**config.mk**
```make
export PLATFORM = sky130hd
export DESIGN_NAME = core_mem_arbiter_flat
export DESIGN_NICKNAME = d
export VERILOG_FILES = /design/src/rtl/core_mem_arbiter_if.sv /design/src/rtl/core_mem_arbiter.sv /design/src/flat_wrapper.sv
export SDC_FILE = /design/constraint.sdc
export NUM_CORES = 1
export LEC_CHECK = 0
export BUFFER_PORTS_ARGS = -buffer_cell sky130_fd_sc_hd__buf_2
export CAP_MARGIN = 40
export CELL_PAD_IN_SITES_DETAIL_PLACEMENT = 0
export CELL_PAD_IN_SITES_GLOBAL_PLACEMENT = 1
export CORE_AREA = 2 2 137 139
export DETAILED_ROUTE_END_ITERATION = 7
export DIE_AREA = 0 0 139 141
export PLACE_DENSITY_LB_ADDON = 0.1
export SLEW_MARGIN = 20
export SYNTH_ARGS = -nofsm -noshare
export SYNTH_HDL_FRONTEND = slang
export SYNTH_SLANG_ARGS = --single-unit
export TNS_END_PERCENT = 100
```
**constraint.sdc**
```tcl
create_clock -name clk -period 1.6 [get_ports clk]
set_input_delay 0.24 -clock clk [delete_from_list [all_inputs] [get_ports clk]]
set_output_delay 0.24 -clock clk [all_outputs]
set_load 0.05 [all_outputs]
```
**src/rtl/core_mem_arbiter_if.sv**
```systemverilog
// Signal bundle between the core requesters (prefetch, LSU), the arbiter and the memory bus.
// Handshakes: fetch/data_start are request levels held until answered by a one-cycle
// fetched/data_ready pulse; bus_start is a one-cycle open strobe and bus_ready is the slave's
// one-cycle completion strobe, with bus_data_rd valid only while bus_ready is high.
interface core_mem_arbiter_if;
  logic        fetch;
  logic [29:0] fetch_addr;
  logic        flush;
  logic        fetched;
  logic [31:0] fetch_data;

  logic        data_start;
  logic        data_write;
  logic [29:0] data_addr;
  logic [31:0] data_wr;
  logic [3:0]  data_be;
  logic        data_ready;
  logic [31:0] data_rd;

  logic        bus_start;
  logic        bus_write;
  logic [29:0] bus_addr;
  logic [31:0] bus_data_wr;
  logic [3:0]  bus_be;
  logic        bus_ready;
  logic [31:0] bus_data_rd;

  modport master (
    input  fetch, fetch_addr, flush,
           data_start, data_write, data_addr, data_wr, data_be,
           bus_ready, bus_data_rd,
    output fetched, fetch_data, data_ready, data_rd,
           bus_start, bus_write, bus_addr, bus_data_wr, bus_be
  );

  modport slave (
    output fetch, fetch_addr, flush,
           data_start, data_write, data_addr, data_wr, data_be,
           bus_ready, bus_data_rd,
    input  fetched, fetch_data, data_ready, data_rd,
           bus_start, bus_write, bus_addr, bus_data_wr, bus_be
  );
endinterface

```
**src/rtl/core_mem_arbiter.sv**
```systemverilog
// Shares the single external bus between instruction prefetch and the LSU, one
// outstanding transaction at a time, round-robin on ties; flush discards fetch responses.
module core_mem_arbiter (
  input  logic                      clk,
  input  logic                      rst_n,
  core_mem_arbiter_if.master        mif,
  output logic [1:0]                dbg_state_o
);

  typedef enum logic [1:0] {
    IDLE  = 2'd0,
    FETCH = 2'd1,
    DATA  = 2'd2
  } state_e;

  state_e      state_q, state_d;
  logic        drop_q, drop_d;
  logic        last_q, last_d;
  logic        start_q, start_d;
  logic        write_q, write_d;
  logic [29:0] addr_q, addr_d;
  logic [31:0] wdata_q, wdata_d;
  logic [3:0]  be_q, be_d;
  logic        fetched_q, fetched_d;
  logic [31:0] fdata_q, fdata_d;
  logic        dready_q, dready_d;
  logic [31:0] rdata_q, rdata_d;

  logic want_f, want_d, done;

  assign want_f = mif.fetch & ~mif.flush;
  assign want_d = mif.data_start;
  // The slave cannot complete in the bus_start cycle, so a strobe there is stray.
  assign done   = mif.bus_ready & ~start_q;

  always_comb begin
    state_d   = state_q;
    drop_d    = drop_q;
    last_d    = last_q;
    start_d   = 1'b0;
    write_d   = write_q;
    addr_d    = addr_q;
    wdata_d   = wdata_q;
    be_d      = be_q;
    fetched_d = 1'b0;
    fdata_d   = fdata_q;
    dready_d  = 1'b0;
    rdata_d   = rdata_q;

    unique case (state_q)
      IDLE: begin
        // last_q = 1 means data was served last, so fetch wins a tie.
        if (want_f && (!want_d || last_q)) begin
          state_d = FETCH;
          start_d = 1'b1;
          addr_d  = mif.fetch_addr;
          write_d = 1'b0;
          be_d    = 4'hF;
          drop_d  = 1'b0;
          last_d  = 1'b0;
        end else if (want_d) begin
          state_d = DATA;
          start_d = 1'b1;
          addr_d  = mif.data_addr;
          write_d = mif.data_write;
          wdata_d = mif.data_wr;
          be_d    = mif.data_be;
          last_d  = 1'b1;
        end
      end

      FETCH: begin
        if (mif.flush) drop_d = 1'b1;
        if (done) begin
          state_d = IDLE;
          if (!drop_q && !mif.flush) begin
            fetched_d = 1'b1;
            fdata_d   = mif.bus_data_rd;
          end
        end
      end

      DATA: begin
        if (done) begin
          state_d  = IDLE;
          dready_d = 1'b1;
          rdata_d  = mif.bus_data_rd;
        end
      end

      default: state_d = IDLE;
    endcase
  end

  always_ff @(posedge clk or negedge rst_n) begin
    if (!rst_n) begin
      state_q   <= IDLE;
      drop_q    <= 1'b0;
      last_q    <= 1'b1;
      start_q   <= 1'b0;
      write_q   <= 1'b0;
      addr_q    <= '0;
      wdata_q   <= '0;
      be_q      <= '0;
      fetched_q <= 1'b0;
      fdata_q   <= '0;
      dready_q  <= 1'b0;
      rdata_q   <= '0;
    end else begin
      state_q   <= state_d;
      drop_q    <= drop_d;
      last_q    <= last_d;
      start_q   <= start_d;
      write_q   <= write_d;
      addr_q    <= addr_d;
      wdata_q   <= wdata_d;
      be_q      <= be_d;
      fetched_q <= fetched_d;
      fdata_q   <= fdata_d;
      dready_q  <= dready_d;
      rdata_q   <= rdata_d;
    end
  end

  assign mif.bus_start   = start_q;
  assign mif.bus_write   = write_q;
  assign mif.bus_addr    = addr_q;
  assign mif.bus_data_wr = wdata_q;
  assign mif.bus_be      = be_q;
  assign mif.fetched     = fetched_q;
  assign mif.fetch_data  = fdata_q;
  assign mif.data_ready  = dready_q;
  assign mif.data_rd     = rdata_q;
  assign dbg_state_o     = state_q;

endmodule

```
**src/flat_wrapper.sv**
```systemverilog
// flat-port wrapper written by rule: the top's interface ports become plain ports
module core_mem_arbiter_flat 
  (clk, rst_n, dbg_state_o, mif_fetch, mif_fetch_addr, mif_flush, mif_data_start, mif_data_write, mif_data_addr, mif_data_wr, mif_data_be, mif_bus_ready, mif_bus_data_rd, mif_fetched, mif_fetch_data, mif_data_ready, mif_data_rd, mif_bus_start, mif_bus_write, mif_bus_addr, mif_bus_data_wr, mif_bus_be);
  core_mem_arbiter_if mif_i ();
  input  logic clk;
  input  logic rst_n;
  output logic [1:0] dbg_state_o;
  input wire logic [$bits(mif_i.fetch)-1:0] mif_fetch;
  input wire logic [$bits(mif_i.fetch_addr)-1:0] mif_fetch_addr;
  input wire logic [$bits(mif_i.flush)-1:0] mif_flush;
  input wire logic [$bits(mif_i.data_start)-1:0] mif_data_start;
  input wire logic [$bits(mif_i.data_write)-1:0] mif_data_write;
  input wire logic [$bits(mif_i.data_addr)-1:0] mif_data_addr;
  input wire logic [$bits(mif_i.data_wr)-1:0] mif_data_wr;
  input wire logic [$bits(mif_i.data_be)-1:0] mif_data_be;
  input wire logic [$bits(mif_i.bus_ready)-1:0] mif_bus_ready;
  input wire logic [$bits(mif_i.bus_data_rd)-1:0] mif_bus_data_rd;
  output wire logic [$bits(mif_i.fetched)-1:0] mif_fetched;
  output wire logic [$bits(mif_i.fetch_data)-1:0] mif_fetch_data;
  output wire logic [$bits(mif_i.data_ready)-1:0] mif_data_ready;
  output wire logic [$bits(mif_i.data_rd)-1:0] mif_data_rd;
  output wire logic [$bits(mif_i.bus_start)-1:0] mif_bus_start;
  output wire logic [$bits(mif_i.bus_write)-1:0] mif_bus_write;
  output wire logic [$bits(mif_i.bus_addr)-1:0] mif_bus_addr;
  output wire logic [$bits(mif_i.bus_data_wr)-1:0] mif_bus_data_wr;
  output wire logic [$bits(mif_i.bus_be)-1:0] mif_bus_be;
  assign mif_i.fetch = mif_fetch;
  assign mif_i.fetch_addr = mif_fetch_addr;
  assign mif_i.flush = mif_flush;
  assign mif_i.data_start = mif_data_start;
  assign mif_i.data_write = mif_data_write;
  assign mif_i.data_addr = mif_data_addr;
  assign mif_i.data_wr = mif_data_wr;
  assign mif_i.data_be = mif_data_be;
  assign mif_i.bus_ready = mif_bus_ready;
  assign mif_i.bus_data_rd = mif_bus_data_rd;
  assign mif_fetched = mif_i.fetched;
  assign mif_fetch_data = mif_i.fetch_data;
  assign mif_data_ready = mif_i.data_ready;
  assign mif_data_rd = mif_i.data_rd;
  assign mif_bus_start = mif_i.bus_start;
  assign mif_bus_write = mif_i.bus_write;
  assign mif_bus_addr = mif_i.bus_addr;
  assign mif_bus_data_wr = mif_i.bus_data_wr;
  assign mif_bus_be = mif_i.bus_be;
  core_mem_arbiter u_core (.clk(clk), .rst_n(rst_n), .mif(mif_i), .dbg_state_o(dbg_state_o));
endmodule
```
==> metrics <==
clk buf depth=2; final worst slack=-0.0164 ns; GR Overflow Total=0; Die Span Y=141 µm; crit end category=flop; Synth Flop Type=dfrtp_1; GPL Wtd Cong=0.766; sequential fraction of the synthesis area=0.610; worst skew pair latency=0.41 ns; dominant cell type by area after synthesis=dfrtp_1; Setup CP Type=reg2reg; Starting Density=0.310; Gate Count Post-Synth=450; Via density=4.34; nets=885; max cap viols=0; number of port buffers=270; Crit-path slowest cell=dfrtp_2; CTS tree=done; largest net degree at the start of global routing=63; Max Clock Skew=0.00878 ns; via count=4,303; wirelength, routed=15,500 µm; number of top-level pins=271; highest clock rate=619 MHz; failing checks=negative setup slack; Max VDD drop=0.00115 V; Post-route DRC=0; Top Family by Delay on Critical Path=flip-flops; final hold violations=0; most frequent cells after synthesis=137 x dfrtp_1, 131 x nand2_1, 35 x mux2_2, 31 x o21ai_0, 30 x mux2i_1; top cell type's share of synthesized area=0.605; layout cell share with drive strength beyond 1=0.537; CTS clock-pin slew for the worst setup and hold paths=0.06 ns; status=finished, violations left; number of enable flip-flop cells after synthesis=0; DR WL/cell=15.6 µm; initial antenna violation count=0; fillers=1,758; DP Wirelength=11,100 µm; fin crit share=1.01; RSZ-0062 raised after global routing=yes; Final Cell Area=0.00833 mm²; pwr dens=2660 mW/mm²; first-pass GRT wire length=24,100 µm; crit-path max FO=12; DR WL met2=7470 µm; library cells used by synthesis=31; dpl cells=949; CP Buf/Inv Count=3; Syn Nets=589; diode count=0; Min-Delay Path Class=in2reg; Tightest Pin Transition=0.464 ns; slowest stage delay, CP=0.40 ns; area delta synth->final=46.9%; warning count from the yosys run=0; drt pass-1 iters=4; Slew headroom=0.691; met3 WL=1130 µm; P_leak=4.51 nW; CORE AREA=0.0183 mm²; syn_area_per_cell=12.6 µm²; GRT Util Overall=0.158; Slew Viols, Final=0; 1st-iter DRT viols=112; Async S/R FF share, synth=1.00; crit path DAT=1.91 ns; Clock Sinks=138; most frequent cell after synthesis=dfrtp_1; vias in the first global route=4,505; flops & latches, synth=138; mapped cell area=0.00567 mm²; dominant cells by area after synthesis=dfrtp_1 60%, nand2_1 8.7%, mux2_4 7.7%; fin crit period=1.62 ns; floorplan row count=50; Worst EP required=1.89 ns; CP startpoint kind=flop; final cell count without fillers=992; CP Cell Sequence=inv_2, buf_4, ha_4, and3_4, buf_12, mux2_4; TritonCTS buffer count=17; die area=0.0196 mm²; CTS HTree Levels=4; Final Setup Violations=12; DR top layer=met4; Post-DP Area=0.00744 mm²; root buf cell=clkbuf_16; Antenna Nets Post-Route=0; die width=139 µm; Hold WS=0.0348 ns; Post-Route M1 WL=6640 µm
==> worst paths after layout <==
path                                   startpoint                          to  slack, ns  depth (start not counted)
max                         u_core.dbg_state_o[1]  u_core.mif.bus_data_wr[30]      -0.02                          6
min                            mif_bus_data_rd[4]       u_core.mif.data_rd[4]       0.03                          3
max reg2reg                 u_core.dbg_state_o[1]  u_core.mif.bus_data_wr[30]      -0.02                          6
min reg2reg                u_core.mif.data_rd[12]      u_core.mif.data_rd[12]       0.47                          2
max in group asynchronous                   rst_n   u_core.mif.bus_data_wr[9]       0.61                          3
min in group asynchronous                   rst_n       u_core.mif.data_rd[9]       0.31                          2
==> cell usage in the layout (no fill, tap or decap), drive strengths merged <==
cell / instances
nand2b: 1
and3: 1
nor2: 1
mux2i: 30
dfstp: 1
o21ai: 35
a32o: 1
bufinv: 5
nor2b: 2
nor4: 1
inv: 9
a21oi: 2
dfrtp: 137
buf: 296
clkinvlp: 2
clkbuf: 24
nand3b: 1
nand3: 1
mux2: 64
o2bb2ai: 1
clkinv: 1
o22a: 3
nand2: 132
a22o: 2
dlygate4sd3: 1
ha: 4
==> routing by layer <==
layer	vias to the layer above	global-route usage
li1	2096	-
met1	2021	0.198
met2	170	0.258
met3	16	0.0557
met4	0	0.0505
met5	-	0
==> flip-flops by register name (all words and copies together), names as in the netlist <==
register                count
u_core.dbg_state_o          2
u_core.drop_q               1
u_core.last_q               1
u_core.mif.bus_addr        30
u_core.mif.bus_be           4
u_core.mif.bus_data_wr     32
u_core.mif.bus_start        1
u_core.mif.bus_write        1
u_core.mif.data_rd         32
u_core.mif.data_ready       1
u_core.mif.fetch_data      32
u_core.mif.fetched          1
==> report_power, final <==
group / leakage, nW / switching (W) / internal (W)
Clock: 0.316 / 0.00146 / 0.00289
Sequential: 1.69 / 0.000926 / 0.00521
Combinational: 2.50 / 0.00836 / 0.00330
Total: 4.51 / 0.0107 / 0.0114
==> layout make-up <==
class / count / area (µm²) / share of cell area
Sequential cell: 138 / 3460 / 0.415
Multi-Input combinational cell: 282 / 2090 / 0.251
Timing Repair Buffer: 300 / 1800 / 0.216
Clock buffer: 21 / 470 / 0.0565
Tap cell: 234 / 293 / 0.0352
Clock inverter: 10 / 188 / 0.0225
Inverter: 7 / 26.3 / 0.00316
==> worst min-delay path, cell delays in order <==
cell and delay (ns):
buf_2 0.09, nand2_1 0.04, nand2_1 0.04
==> kinds of logic after synthesis <==
| logic type | Yosys count | share of synthesized area |
|---|---|---|
| AOI/OAI and AO/OA | 44 | 0.0444 |
| DFF | 138 | 0.610 |
| buffers and inverters | 30 | 0.0367 |
| muxes | 94 | 0.199 |
| adders and majority gates | 4 | 0.00883 |
| and+or+nand+nor | 140 | 0.101 |
==> through the flow <==
step	worst slack [ns]	power, W	utilization	TNS [ns]
after floorplan	-0.225	0.0148	-	-10.79
after global placement	-0.0302	0.0175	0.407	-0.661
after detailed placement	-0.0596	0.0177	0.407	-1.15
after CTS	-0.0219	0.0222	0.450	-0.0632
after global routing	-0.0952	0.0233	0.456	-3.92
final	-0.0164	0.0222	0.456	-0.123
==> what timing repair did <==
| action | 4_1_cts | 5_1_grt |
|---|---|---|
| buffers inserted | 6 | 0 |
| pin swaps | 1 | 0 |
| endpoints found under the setup margin | 45 | 102 |
| hold buffers | 1 | 0 |
| gates cloned | 3 | 3 |
| hold endpoints to repair | 39 | 0 |
| resized for setup | 5 | 6 |
Note: power is estimated with default switching activity, not from simulation.
